[src/rtl/wb_pkg.sv]
`default_nettype none
// ============================================================================
// Module      : wb_pkg
// Description : Shared types for the register-file write-port arbiter slice.
// Revision    : 1.0 - initial release
// ============================================================================
package wb_pkg;

  typedef logic [4:0]  reg_addr_t;
  typedef logic [31:0] word_t;

  localparam reg_addr_t REG_ZERO = 5'd0;

  // Which source drives the write port in the current cycle
  typedef enum logic [1:0] {
    WB_NONE = 2'd0,
    WB_PIPE = 2'd1,
    WB_MDU  = 2'd2
  } wb_src_e;

endpackage
`default_nettype wire

[src/rtl/wb_port_arbiter_if.sv]
`default_nettype none
// ============================================================================
// Module      : wb_port_arbiter_if
// Description : Issue, writeback, MDU result and register-file write signals
//               of the write-port arbiter. The master side is the surrounding
//               core (issue stage, writeback, MDU, register file); the slave
//               side is the arbiter.
// Revision    : 1.0 - initial release
// ============================================================================
interface wb_port_arbiter_if;
  import wb_pkg::*;

  logic      issue_valid_i;
  reg_addr_t issue_rs_i;
  reg_addr_t issue_rt_i;
  reg_addr_t issue_rd_i;
  logic      issue_long_i;
  logic      issue_stall_o;

  logic      pipe_we_i;
  reg_addr_t pipe_wa_i;
  word_t     pipe_wd_i;

  logic      mdu_valid_i;
  reg_addr_t mdu_wa_i;
  word_t     mdu_wd_i;
  logic      mdu_ready_o;

  logic      pipe_hold_o;

  logic      we3_o;
  reg_addr_t wa3_o;
  word_t     wd3_o;

  modport master (
    output issue_valid_i, issue_rs_i, issue_rt_i, issue_rd_i, issue_long_i,
    output pipe_we_i, pipe_wa_i, pipe_wd_i,
    output mdu_valid_i, mdu_wa_i, mdu_wd_i,
    input  issue_stall_o, mdu_ready_o, pipe_hold_o,
    input  we3_o, wa3_o, wd3_o
  );

  modport slave (
    input  issue_valid_i, issue_rs_i, issue_rt_i, issue_rd_i, issue_long_i,
    input  pipe_we_i, pipe_wa_i, pipe_wd_i,
    input  mdu_valid_i, mdu_wa_i, mdu_wd_i,
    output issue_stall_o, mdu_ready_o, pipe_hold_o,
    output we3_o, wa3_o, wd3_o
  );

endinterface
`default_nettype wire

[src/rtl/reg_scoreboard.sv]
`default_nettype none
// ============================================================================
// Module      : reg_scoreboard
// Description : Busy bits for registers awaiting an MDU result, plus a count
//               of MDU operations in flight. Answers the issue hazard query.
// Revision    : 1.0 - initial release
// ============================================================================
module reg_scoreboard
  import wb_pkg::*;
#(
  parameter int MAX_OUTSTANDING = 4
) (
  input  logic      clk_i,
  input  logic      rst_i,
  // hazard query from issue
  input  logic      query_valid_i,
  input  logic      query_long_i,
  input  reg_addr_t query_rs_i,
  input  reg_addr_t query_rt_i,
  input  reg_addr_t query_rd_i,
  output logic      hazard_o,
  // accepted long issue: marks destination busy, counts one more in flight
  input  logic      alloc_i,
  input  reg_addr_t alloc_addr_i,
  // granted MDU result: frees its register, counts one fewer in flight
  input  logic      release_i,
  input  reg_addr_t release_addr_i
);

  localparam int CNT_W = $clog2(MAX_OUTSTANDING + 1);
  localparam logic [CNT_W-1:0] c_max_out = CNT_W'(MAX_OUTSTANDING);

  logic [31:0]      r_busy;
  logic [31:0]      w_busy_nxt;
  logic [CNT_W-1:0] r_outstanding;
  logic             w_dec;

  // Clear first so a same-address set in the same cycle wins; r0 never busy
  always_comb begin
    w_busy_nxt = r_busy;
    if (release_i) w_busy_nxt[release_addr_i] = 1'b0;
    if (alloc_i)   w_busy_nxt[alloc_addr_i]   = 1'b1;
    w_busy_nxt[REG_ZERO] = 1'b0;
  end

  // A stray result with nothing in flight must not wrap the counter
  assign w_dec = release_i && (r_outstanding != '0);

  // Busy vector and in-flight counter state
  always_ff @(posedge clk_i or posedge rst_i) begin
    if (rst_i) begin
      r_busy        <= '0;
      r_outstanding <= '0;
    end else begin
      r_busy <= w_busy_nxt;
      case ({alloc_i, w_dec})
        2'b10:   r_outstanding <= r_outstanding + 1'b1;
        2'b01:   r_outstanding <= r_outstanding - 1'b1;
        default: r_outstanding <= r_outstanding;
      endcase
    end
  end

  assign hazard_o = query_valid_i &&
                    (r_busy[query_rs_i] || r_busy[query_rt_i] || r_busy[query_rd_i] ||
                     (query_long_i && (r_outstanding == c_max_out)));

endmodule
`default_nettype wire

[src/rtl/wb_port_arbiter.sv]
`default_nettype none
// ============================================================================
// Module      : wb_port_arbiter
// Description : Shares the register-file write port between pipeline
//               writeback and the MDU, with a starvation hold that gives the
//               MDU a bounded wait, and stalls issue on MDU register hazards.
// Revision    : 1.0 - initial release
// ============================================================================
module wb_port_arbiter
  import wb_pkg::*;
#(
  parameter int STARVE_LIMIT    = 4,
  parameter int MAX_OUTSTANDING = 4
) (
  input  logic              clk_i,
  input  logic              rst_i,
  wb_port_arbiter_if.slave  bus
);

  localparam int WAIT_W = $clog2(STARVE_LIMIT + 1);
  localparam logic [WAIT_W-1:0] c_wait_limit = WAIT_W'(STARVE_LIMIT);

  logic              w_pipe_req;
  logic              w_mdu_ready;
  logic              w_mdu_grant;
  logic              w_hazard;
  logic              w_long_accept;
  logic              r_pipe_hold;
  logic [WAIT_W-1:0] r_wait_cnt;
  logic [WAIT_W-1:0] w_wait_nxt;
  wb_src_e           w_src;

  reg_scoreboard #(
    .MAX_OUTSTANDING (MAX_OUTSTANDING)
  ) u_scoreboard (
    .clk_i          (clk_i),
    .rst_i          (rst_i),
    .query_valid_i  (bus.issue_valid_i),
    .query_long_i   (bus.issue_long_i),
    .query_rs_i     (bus.issue_rs_i),
    .query_rt_i     (bus.issue_rt_i),
    .query_rd_i     (bus.issue_rd_i),
    .hazard_o       (w_hazard),
    .alloc_i        (w_long_accept),
    .alloc_addr_i   (bus.issue_rd_i),
    .release_i      (w_mdu_grant),
    .release_addr_i (bus.mdu_wa_i)
  );

  // Writes to r0 are not real requests, so they never block the MDU
  assign w_pipe_req    = bus.pipe_we_i && (bus.pipe_wa_i != REG_ZERO);
  assign w_mdu_ready   = !w_pipe_req || r_pipe_hold;
  assign w_mdu_grant   = bus.mdu_valid_i && w_mdu_ready;
  assign w_long_accept = bus.issue_valid_i && !w_hazard && bus.issue_long_i;

  // Grant select: pipeline first unless held; r0 MDU results are swallowed
  always_comb begin
    w_src = WB_NONE;
    if (w_pipe_req && !r_pipe_hold)                  w_src = WB_PIPE;
    else if (w_mdu_grant && bus.mdu_wa_i != REG_ZERO) w_src = WB_MDU;
  end

  // Write port mux, zeroed when idle
  always_comb begin
    bus.we3_o = 1'b0;
    bus.wa3_o = REG_ZERO;
    bus.wd3_o = '0;
    case (w_src)
      WB_PIPE: begin
        bus.we3_o = 1'b1;
        bus.wa3_o = bus.pipe_wa_i;
        bus.wd3_o = bus.pipe_wd_i;
      end
      WB_MDU: begin
        bus.we3_o = 1'b1;
        bus.wa3_o = bus.mdu_wa_i;
        bus.wd3_o = bus.mdu_wd_i;
      end
      default: ;
    endcase
  end

  // Count consecutive refused MDU cycles; saturate at the limit
  always_comb begin
    w_wait_nxt = r_wait_cnt;
    if (!bus.mdu_valid_i || w_mdu_grant)  w_wait_nxt = '0;
    else if (r_wait_cnt != c_wait_limit)  w_wait_nxt = r_wait_cnt + 1'b1;
  end

  // Starvation state: the hold is raised the cycle after the limit is hit
  always_ff @(posedge clk_i or posedge rst_i) begin
    if (rst_i) begin
      r_wait_cnt  <= '0;
      r_pipe_hold <= 1'b0;
    end else begin
      r_wait_cnt  <= w_wait_nxt;
      r_pipe_hold <= (w_wait_nxt == c_wait_limit);
    end
  end

  assign bus.mdu_ready_o   = w_mdu_ready;
  assign bus.pipe_hold_o   = r_pipe_hold;
  assign bus.issue_stall_o = w_hazard;

endmodule
`default_nettype wire

[src/flat_wrapper.sv]
// flat-port wrapper written by rule: the top's interface ports become plain ports
module wb_port_arbiter_flat import wb_pkg::*;
#(
  parameter int STARVE_LIMIT    = 4,
  parameter int MAX_OUTSTANDING = 4
)
  (clk_i, rst_i, bus_issue_valid_i, bus_issue_rs_i, bus_issue_rt_i, bus_issue_rd_i, bus_issue_long_i, bus_pipe_we_i, bus_pipe_wa_i, bus_pipe_wd_i, bus_mdu_valid_i, bus_mdu_wa_i, bus_mdu_wd_i, bus_issue_stall_o, bus_mdu_ready_o, bus_pipe_hold_o, bus_we3_o, bus_wa3_o, bus_wd3_o);
  wb_port_arbiter_if bus_i ();
  input  logic clk_i;
  input  logic rst_i;
  input wire logic [$bits(bus_i.issue_valid_i)-1:0] bus_issue_valid_i;
  input wire logic [$bits(bus_i.issue_rs_i)-1:0] bus_issue_rs_i;
  input wire logic [$bits(bus_i.issue_rt_i)-1:0] bus_issue_rt_i;
  input wire logic [$bits(bus_i.issue_rd_i)-1:0] bus_issue_rd_i;
  input wire logic [$bits(bus_i.issue_long_i)-1:0] bus_issue_long_i;
  input wire logic [$bits(bus_i.pipe_we_i)-1:0] bus_pipe_we_i;
  input wire logic [$bits(bus_i.pipe_wa_i)-1:0] bus_pipe_wa_i;
  input wire logic [$bits(bus_i.pipe_wd_i)-1:0] bus_pipe_wd_i;
  input wire logic [$bits(bus_i.mdu_valid_i)-1:0] bus_mdu_valid_i;
  input wire logic [$bits(bus_i.mdu_wa_i)-1:0] bus_mdu_wa_i;
  input wire logic [$bits(bus_i.mdu_wd_i)-1:0] bus_mdu_wd_i;
  output wire logic [$bits(bus_i.issue_stall_o)-1:0] bus_issue_stall_o;
  output wire logic [$bits(bus_i.mdu_ready_o)-1:0] bus_mdu_ready_o;
  output wire logic [$bits(bus_i.pipe_hold_o)-1:0] bus_pipe_hold_o;
  output wire logic [$bits(bus_i.we3_o)-1:0] bus_we3_o;
  output wire logic [$bits(bus_i.wa3_o)-1:0] bus_wa3_o;
  output wire logic [$bits(bus_i.wd3_o)-1:0] bus_wd3_o;
  assign bus_i.issue_valid_i = bus_issue_valid_i;
  assign bus_i.issue_rs_i = bus_issue_rs_i;
  assign bus_i.issue_rt_i = bus_issue_rt_i;
  assign bus_i.issue_rd_i = bus_issue_rd_i;
  assign bus_i.issue_long_i = bus_issue_long_i;
  assign bus_i.pipe_we_i = bus_pipe_we_i;
  assign bus_i.pipe_wa_i = bus_pipe_wa_i;
  assign bus_i.pipe_wd_i = bus_pipe_wd_i;
  assign bus_i.mdu_valid_i = bus_mdu_valid_i;
  assign bus_i.mdu_wa_i = bus_mdu_wa_i;
  assign bus_i.mdu_wd_i = bus_mdu_wd_i;
  assign bus_issue_stall_o = bus_i.issue_stall_o;
  assign bus_mdu_ready_o = bus_i.mdu_ready_o;
  assign bus_pipe_hold_o = bus_i.pipe_hold_o;
  assign bus_we3_o = bus_i.we3_o;
  assign bus_wa3_o = bus_i.wa3_o;
  assign bus_wd3_o = bus_i.wd3_o;
  wb_port_arbiter #(.STARVE_LIMIT(STARVE_LIMIT), .MAX_OUTSTANDING(MAX_OUTSTANDING)) u_core (.clk_i(clk_i), .rst_i(rst_i), .bus(bus_i));
endmodule
[config.mk]
export PLATFORM = sky130hd
export DESIGN_NAME = wb_port_arbiter_flat
export DESIGN_NICKNAME = d
export VERILOG_FILES = /design/src/rtl/wb_pkg.sv /design/src/rtl/wb_port_arbiter_if.sv /design/src/rtl/reg_scoreboard.sv /design/src/rtl/wb_port_arbiter.sv /design/src/flat_wrapper.sv
export SDC_FILE = /design/constraint.sdc
export NUM_CORES = 1
export LEC_CHECK = 0
export ABC_AREA = 1
export BUFFER_PORTS_ARGS = -buffer_cell sky130_fd_sc_hd__buf_4
export CAP_MARGIN = 20
export CORE_MARGIN = 5
export CORE_UTILIZATION = 45
export DETAILED_ROUTE_END_ITERATION = 16
export GPL_TIMING_DRIVEN = 0
export PLACE_DENSITY = 0.78
export SLEW_MARGIN = 20
export SYNTH_ARGS = -nofsm -noshare
export SYNTH_HDL_FRONTEND = slang
export SYNTH_HIERARCHICAL = 1
export SYNTH_SLANG_ARGS = --single-unit
[constraint.sdc]
create_clock -name clk_i -period 2 [get_ports clk_i]
set_input_delay 0.4 -clock clk_i [delete_from_list [all_inputs] [get_ports clk_i]]
set_output_delay 0.4 -clock clk_i [all_outputs]
set_load 0.01 [all_outputs]
==> summary.md, run 1 <==
| Metric | Value |
|---|---|
| Result of the run | `complete, but fails checks` |
| Violated checks | `setup timing` |
| Horizontal die dimension | `97.7 µm` |
| Clock tree root buffer cell | `sky130_fd_sc_hd__clkbuf_8` |
| Reg2Reg Depth | `18` |
| Routed wirelength normalized by instance count | `15.4 µm` |
| Clk sink count | `38` |
| Fraction of the yosys area taken by sequential cells | `27.5%` |
| Layout cells sized above 1 | `between 30% and 40%` |
| Area of the core | `7610 µm²` |
| Required arrival time at the worst endpoint | `between 2 and 2.5 ns` |
| Grt total ovfl | `0` |
| Leakage power | `approximately 2.7 nW` |
| Fmax | `0.412 GHz` |
| Final setup skew | `0.0114 ns` |
| Tightest Pin Transition | `roughly 0.7 ns` |
| Max Slew Vio Count | `0` |
| Nets@finish | `808` |
| Arr. time, crit path | `2.61 ns` |
| Clock tree from TritonCTS | `done` |
| Largest fanout on the critical path | `3` |
| Final HPWL from detailed placement | `9.76 mm` |
| Initial antenna violation count | `0` |
| Starting density of the core | `45.5%` |
| Clock buffers created by TritonCTS | `5` |
| Max VDD drop | `0.000247 V` |
| Average size of a mapped cell | `6.18 µm²` |
| Pin count of the biggest net entering global routing | `35` |
| Share of the cycle needed by the critical path after routing | `121%` |
| Combinational family with the most area after synthesis | `simple AND/OR/NAND/NOR gates` |
| Total design power | `2.88 mW` |
| Fill cell total of the finished layout | `around 650` |
| Total number of yosys warnings | `6` |
| Level count of the clock H-tree | `2` |
| Number of DRC violations after detailed-routing iteration 0 | `347` |
| Pwr/cell area | `~570 nW/µm²` |
| Total routing resource utilization after global routing | `between 20% and 30%` |
| Pre-antenna DRT Iters | `6` |
| Clock-pin slew on the worst setup and hold paths | `0.08 ns` |
| Final std cell area, no fill | `5050 µm²` |
| Via count of the first global-routing pass | `4,392` |
| Die Height | `approximately 98 µm` |
| Setup repair after global routing missed its margin | `true` |
| Compound-gate portion of the synthesized area | `between 10% and 20%` |
| Syn Std Cell Area | `3460 µm²` |
| Category of the worst setup path capture point | `register` |
| Synth-to-layout area growth | `46.1%` |
| Setup ws final | `-0.425 ns` |
| Wire length of the first global-routing pass | `20.4 mm` |
| End point of the worst hold path | `u_core/u_scoreboard/r_busy[27]$_DFF_PP0_` |
| Combined area of the multi-input logic cells | `roughly 2200 µm²` |
| Endpoint of the lowest-slack register-to-register path | `u_core/u_scoreboard/r_outstanding[2]$_DFFE_PP0P_` |
| Post-Synth Simple-Gate Area | `44.8%` |
| Clock period minus final worst setup slack | `2.42 ns` |
| Final count of negative-setup-slack endpoints | `11` |
| Number of distinct library cell variants in the gate-level netlist after synthesis | `29` |
| Number of cells produced by synthesis | `between 500 and 600` |
| Mapped Nets | `659` |
| Fraction of synthesized cell area in xor and xnor cells | `0.760%` |
| Via count | `4,413` |
| Avg Vias per Cell | `5.43` |
| Reported max-cap violation count | `0` |
| Reg2reg setup slack | `-0.42 ns` |
| Startpoint type of the worst setup path | `register` |
| Routed wire length | `roughly 13 mm` |
| Worst Min Path Start | `bus_issue_rd_i[1]` |
| Ports placed on the boundary | `136` |
| Max-slew headroom at the worst pin | `53.4%` |
| Share of synthesized cell area in full adder, half adder and majority cells | `1.66%` |
| Area after detailed placement | `4600 µm²` |
| Count of inserted antenna diode cells | `0` |
| Placer's final routability congestion estimate | `0.911` |
| Seq cells post-synth | `38` |
| Insertion delay to the later sink of the worst-skew pair | `0.30 ns` |
| Area taken by flip-flops and latches | `between 900 and 1000 µm²` |
| Count of nets left with antenna violations after detail routing | `0` |
| Final hold vios | `0` |
| Maximum buffer depth of the clock tree | `2` |
| Worst min-delay path category | `input port to register` |
| Detailed-route DRC error count | `0` |
| Origin of the critical flop-to-flop path | `u_core/u_scoreboard/r_busy[7]$_DFF_PP0_` |
| Standard-cell rows | `32` |
| Buffers on Ports | `roughly 130` |
| Crit Path Class | `register to register` |
| Worst hold path depth | `3` |
| Multiplexer area fraction after synthesis | `0%` |
| DIE AREA | `between 9000 and 10,000 µm²` |
## cells in the final DEF (no fill, tap or decap), types with 8 or more instances in the layout
master and instances:
sky130_fd_sc_hd__nand2_1 157, sky130_fd_sc_hd__buf_4 139, sky130_fd_sc_hd__nand3_1 85, sky130_fd_sc_hd__inv_1 50, sky130_fd_sc_hd__o21ai_0 40, sky130_fd_sc_hd__dfrtp_1 38, sky130_fd_sc_hd__nand4_1 34, sky130_fd_sc_hd__nand2_2 27
sky130_fd_sc_hd__o21ai_1 25, sky130_fd_sc_hd__nand3_2 17, sky130_fd_sc_hd__inv_2 16, sky130_fd_sc_hd__buf_6 12, sky130_fd_sc_hd__nor2_1 11, sky130_fd_sc_hd__buf_2 8
## metal layers
metal  track usage, %  part of all wire (%)
met3             5.17                   8.8
met1             28.5                    37
met4             12.9                   4.6
met5                0                     0
met2             45.4                    50
## cell type report
cell class / instances / area share (%)
clock buffer: 6 / 1.63
buffer: 25 / 4.23
multi-input combinational: 425 / 44.5
inverter: 71 / 5.82
timing repair buffer: 143 / 22.2
tap: 102 / 2.53
clock inverter: 2 / 0.248
sequential: 38 / 18.8
## sequential cells by signal, indices dropped and copies added (netlist names)
| register | flops |
|---|---|
| u_core/r_wait_cnt | 3 |
| u_core/u_scoreboard/r_outstanding | 3 |
| u_core/u_scoreboard/r_busy | 31 |
| u_core/bus.pipe_hold_o | 1 |
## through the flow
step / setup WS (ns) / util [%] / std cells / hold slack, ns / TNS [ns]
2_1_floorplan: -0.412 / - / 560 / 0.166 / -0.720
3_3_place_gp: -0.639 / 60.5 / 793 / 0.300 / -11.85
3_5_place_dp: -0.678 / 60.5 / 793 / 0.312 / -12.96
4_1_cts: -0.338 / 65.3 / 811 / 0.506 / -0.691
5_1_grt: -0.516 / 66.4 / 812 / 0.520 / -2.25
6_report: -0.425 / 66.4 / 812 / 0.491 / -1.30
## synth_stat cells (all sizes together)
cell | count | share of area (%)
ha | 3 | 1.1
nand4 | 34 | 6.2
nand3b | 1 | 0.33
xor2 | 2 | 0.51
nor2 | 15 | 1.9
fa | 1 | 0.58
clkbuf | 3 | 0.33
a21oi | 5 | 0.83
nor3 | 1 | 0.14
buf | 23 | 5.5
inv | 71 | 7.9
nand2 | 185 | 21
xnor2 | 1 | 0.25
o211ai | 3 | 0.65
a21boi | 1 | 0.22
o21ai | 68 | 9.8
nand3 | 105 | 15
dfrtp | 38 | 27
## critical path, cell delays in order (launching register included)
cell and delay [ns]:
sky130_fd_sc_hd__dfrtp_1 0.37, sky130_fd_sc_hd__inv_1 0.09, sky130_fd_sc_hd__nand2_1 0.07, sky130_fd_sc_hd__nand3_1 0.07, sky130_fd_sc_hd__nand3_1 0.10, sky130_fd_sc_hd__nand3_1 0.08
sky130_fd_sc_hd__nand2_1 0.11, sky130_fd_sc_hd__nand2_1 0.06, sky130_fd_sc_hd__nand2_1 0.05, sky130_fd_sc_hd__nor2_1 0.05, sky130_fd_sc_hd__a21oi_2 0.20, sky130_fd_sc_hd__nor2_4 0.06
sky130_fd_sc_hd__inv_2 0.06, sky130_fd_sc_hd__ha_4 0.14, sky130_fd_sc_hd__inv_4 0.03, sky130_fd_sc_hd__fa_2 0.36, sky130_fd_sc_hd__a21oi_2 0.17, sky130_fd_sc_hd__o21ai_1 0.10
sky130_fd_sc_hd__xor2_1 0.14
## power by group
group          total (mW)  internal, mW  switching, mW
Clock               0.548         0.277          0.271
Combinational        1.32         0.575          0.740
Sequential           1.02         0.911          0.108
Total                2.88          1.76           1.12
## kinds of logic (layout without fill, tap and decap cells)
group,after synthesis,in the layout
AND/OR/NAND/NOR,341,341
buffers and inverters,97,247
AO/OA/AOI/OAI,77,77
flip-flops,38,38
adder cells (fa/ha/maj),4,4
XOR/XNOR,3,3
## worst max path at each step
stage | start | endpoint | slack, ns | cells after the start
floorplan | bus_issue_rt_i[0] | u_core/u_scoreboard/r_outstanding[2]$_DFFE_PP0P_ | -0.41 | 19
global placement | bus_issue_rd_i[0] | u_core/u_scoreboard/r_outstanding[2]$_DFFE_PP0P_ | -0.64 | 21
detailed placement | bus_pipe_wa_i[4] | u_core/u_scoreboard/r_outstanding[2]$_DFFE_PP0P_ | -0.68 | 14
CTS | bus_issue_rd_i[0] | u_core/u_scoreboard/r_outstanding[2]$_DFFE_PP0P_ | -0.34 | 21
global route | u_core/u_scoreboard/r_busy[26]$_DFF_PP0_ | u_core/u_scoreboard/r_outstanding[2]$_DFFE_PP0P_ | -0.52 | 18
finish | u_core/u_scoreboard/r_busy[7]$_DFF_PP0_ | u_core/u_scoreboard/r_outstanding[2]$_DFFE_PP0P_ | -0.42 | 18
## repair_timing
| action | 4_1_cts | 5_1_grt |
|---|---|---|
| pin swaps | 23 | 18 |
| endpoints found under the setup margin | 35 | 35 |
| setup buffers | 7 | 3 |
| gates resized for setup | 52 | 53 |
| hold buffers | 1 | 0 |
| gates cloned | 2 | 0 |
| endpoints found under the hold margin | 4 | 0 |
No activity file was read; power rests on OpenSTA's default activity.
==> inputs of run 2 (changes only) <==
--- a/config.mk
+++ b/config.mk
@@ -10,6 +10,8 @@
 export CAP_MARGIN = 20
 export CORE_MARGIN = 5
 export CORE_UTILIZATION = 45
+export CTS_BUF_LIST = sky130_fd_sc_hd__clkbuf_2
+export CTS_CLUSTER_SIZE = 16
 export DETAILED_ROUTE_END_ITERATION = 16
 export GPL_TIMING_DRIVEN = 0
 export PLACE_DENSITY = 0.78
==> run 2 against run 1 <==
Effect of this change: critical path depth down 10; worst setup slack better by 0.11 ns; count of clock-buffer cells in the layout down 1; largest cell class unchanged; non-clock buffer count up 1; hold slack worse by 0.12 ns; register-to-register slack better by 0.11 ns; first-iteration DRC count down 17%; clock power down 40%; the run still ends with setup timing left; final cell count up 0.25%; via count down 0.68%; routed wire length up 1.3%.
==> summary.md, run 2 (synthesized netlist as in run 1, its figures left out) <==
| Metric | Value |
|---|---|
| Cell-by-cell listing of the critical path | `o211ai_1, nand3_1, a21oi_1, nor2_2, nor2_2, a21oi_2, buf_4, buf_6` |
| Standard-cell rows | `32` |
| Kind of cell with the highest combined delay on the critical path | `compound AO/OA/AOI/OAI gates` |
| Share of the cycle needed by the critical path after routing | `116%` |
| Detailed-route DRC error count | `0` |
| Setup ws final | `-0.315 ns` |
| Final std cell area, no fill | `roughly 5100 µm²` |
| Stages on worst setup path | `8` |
| Max-slew headroom at the worst pin | `53.9%` |
| Category of the worst setup path capture point | `output port` |
| Routed wire length | `12.7 mm` |
| Number of flip-flops under the largest register name | `31` |
| Clock tree from TritonCTS | `done` |
| Leakage power | `2.69 nW` |
| Placer's final routability congestion estimate | `0.911` |
| Violated checks | `setup timing` |
| Most frequent cell on the critical path | `sky130_fd_sc_hd__nor2_2` |
| Total routing resource utilization after global routing | `25.4%` |
| Nets@finish | `809` |
| DIE AREA | `9540 µm²` |
| Wire length of the first global-routing pass | `roughly 20 mm` |
| Max Slew Vio Count | `0` |
| Clock period minus final worst setup slack | `2.31 ns` |
| Pwr/cell area | `525 nW/µm²` |
| Horizontal die dimension | `97.7 µm` |
| Reported max-cap violation count | `0` |
| Number of DRC violations after detailed-routing iteration 0 | `approximately 290` |
| Layout cells sized above 1 | `between 30% and 40%` |
| Count of nets left with antenna violations after detail routing | `0` |
| Final HPWL from detailed placement | `9.76 mm` |
| Clock-pin slew on the worst setup and hold paths | `about 0.2 ns` |
| Synth-to-layout area growth | `48.0%` |
| Insertion delay to the later sink of the worst-skew pair | `0.39 ns` |
| Required arrival time at the worst endpoint | `~1.6 ns` |
| Area after detailed placement | `4600 µm²` |
| Largest fanout on the critical path | `4` |
| Commonest non-fill, non-tap cell in the layout | `sky130_fd_sc_hd__nand2_1` |
| Arr. time, crit path | `1.91 ns` |
| Clock tree root buffer cell | `sky130_fd_sc_hd__clkbuf_2` |
| Largest register by flop count | `u_core/u_scoreboard/r_busy` |
| Final hold vios | `0` |
| Registers with the highest flip-flop counts | `u_core/u_scoreboard/r_busy: 31 flops, u_core/r_wait_cnt: 3 flops, u_core/u_scoreboard/r_outstanding: 3 flops` |
| Slowest-stage cell, CP | `sky130_fd_sc_hd__dfrtp_1` |
| Reg2Reg Depth | `18` |
| Pin count of the biggest net entering global routing | `35` |
| Global route hottest layer | `met2` |
| GR Util met1 | `28.8%` |
| Worst min-delay path category | `input port to register` |
| Result of the run | `complete, but fails checks` |
| Maximum buffer depth of the clock tree | `2` |
| Avg Vias per Cell | `5.38` |
| Starting density of the core | `roughly 45%` |
| Met3 Usage GRT | `under 10%` |
| Reg2reg setup slack | `-0.31 ns` |
| Grt total ovfl | `0` |
| Fmax | `0.432 GHz` |
| Met2 usage | `between 40% and 50%` |
| Tightest Pin Transition | `0.690 ns` |
| Slowest cell delay on critical path | `around 0.47 ns` |
| Area of the core | `7610 µm²` |
| Setup repair after global routing missed its margin | `true` |
| Crit Path Class | `register to output port` |
| Ports placed on the boundary | `136` |
| Most frequent cells in the layout | `sky130_fd_sc_hd__nand2_1 (166), sky130_fd_sc_hd__buf_4 (96), sky130_fd_sc_hd__nand3_1 (88), sky130_fd_sc_hd__buf_6 (55), sky130_fd_sc_hd__inv_1 (40)` |
| Final count of negative-setup-slack endpoints | `40` |
| Buf+Inv Stages, Crit Path | `2` |
| Worst hold path depth | `3` |
| Startpoint type of the worst setup path | `register` |
| Level count of the clock H-tree | `2` |
| Final setup skew | `roughly 0.026 ns` |
| Pre-antenna DRT Iters | `6` |
| Max VDD drop | `0.000224 V` |
| Clock buffers created by TritonCTS | `5` |
| Pre-CTS worst setup slack | `-0.678 ns` |
| Via count | `4,383` |
| Buffers on Ports | `131` |
| Fill cell total of the finished layout | `640` |
| Clk sink count | `38` |
| Routed wirelength normalized by instance count | `15.6 µm` |
| Via count of the first global-routing pass | `4,344` |
| Die Height | `97.7 µm` |
| Initial antenna violation count | `1` |
## run 2: timing repair
item	CTS	global route
pin swaps	27	38
hold endpoints to repair	4	0
gates cloned	5	0
resized for setup	70	81
endpoints found under the setup margin	64	73
setup buffers	5	4
hold buffers	1	0
## run 2: report_power, final
part	internal (mW)	switching [mW]	total, mW
sequential	0.910	0.111	1.02
combinational	0.602	0.735	1.34
clock	0.0798	0.248	0.328
total	1.59	1.09	2.69
## run 2: per-layer routing
layer | vias up | routed length, µm | part of all wire (%)
met3 | 28 | 1100 | 8.6
met1 | 1982 | 4720 | 37
li1 | 2154 | - | -
met5 | - | 0 | 0
met4 | 0 | 439 | 3.5
met2 | 219 | 6440 | 51
## run 2: final cells by class
class	count	area, µm²	share of cell area (%)
Inverter	71	287	5.60
Buffer	26	229	4.47
Timing Repair Buffer	143	1250	24.5
Antenna cell	1	2.50	0.0489
Clock inverter	3	16.3	0.318
Sequential cell	38	951	18.6
Clock buffer	5	25.0	0.489
Multi-Input combinational cell	425	2230	43.5
Tap cell	102	128	2.49
## run 2: tightest hold or removal path: stages
cell and delay (ns):
sky130_fd_sc_hd__buf_4 0.14, sky130_fd_sc_hd__nand3_4 0.14, sky130_fd_sc_hd__o21ai_1 0.07
## run 2: worst paths after layout
path | start | endpoint
worst max-delay path | u_core/u_scoreboard/r_busy[26]$_DFF_PP0_ | bus_issue_stall_o
worst min-delay path | bus_issue_rd_i[1] | u_core/u_scoreboard/r_busy[27]$_DFF_PP0_
worst max register to register | u_core/u_scoreboard/r_busy[7]$_DFF_PP0_ | u_core/u_scoreboard/r_outstanding[2]$_DFFE_PP0P_
worst min register to register | u_core/u_scoreboard/r_busy[10]$_DFF_PP0_ | u_core/u_scoreboard/r_busy[10]$_DFF_PP0_
max in group asynchronous | rst_i | u_core/u_scoreboard/r_busy[11]$_DFF_PP0_
min in group asynchronous | rst_i | u_core/r_wait_cnt[0]$_DFF_PP0_
## run 2: through the flow
step	TNS, ns	hold WS, ns	total power [mW]	cells	utilization [%]
after global placement	-11.85	0.300	2.09	793	60.5
after floorplan	-0.720	0.166	1.68	560	-
after detailed placement	-12.96	0.312	2.13	793	60.5
after CTS	-2.17	0.365	2.57	812	65.2
after global routing	-5.50	0.373	2.87	814	67.3
final	-1.62	0.376	2.69	814	67.3
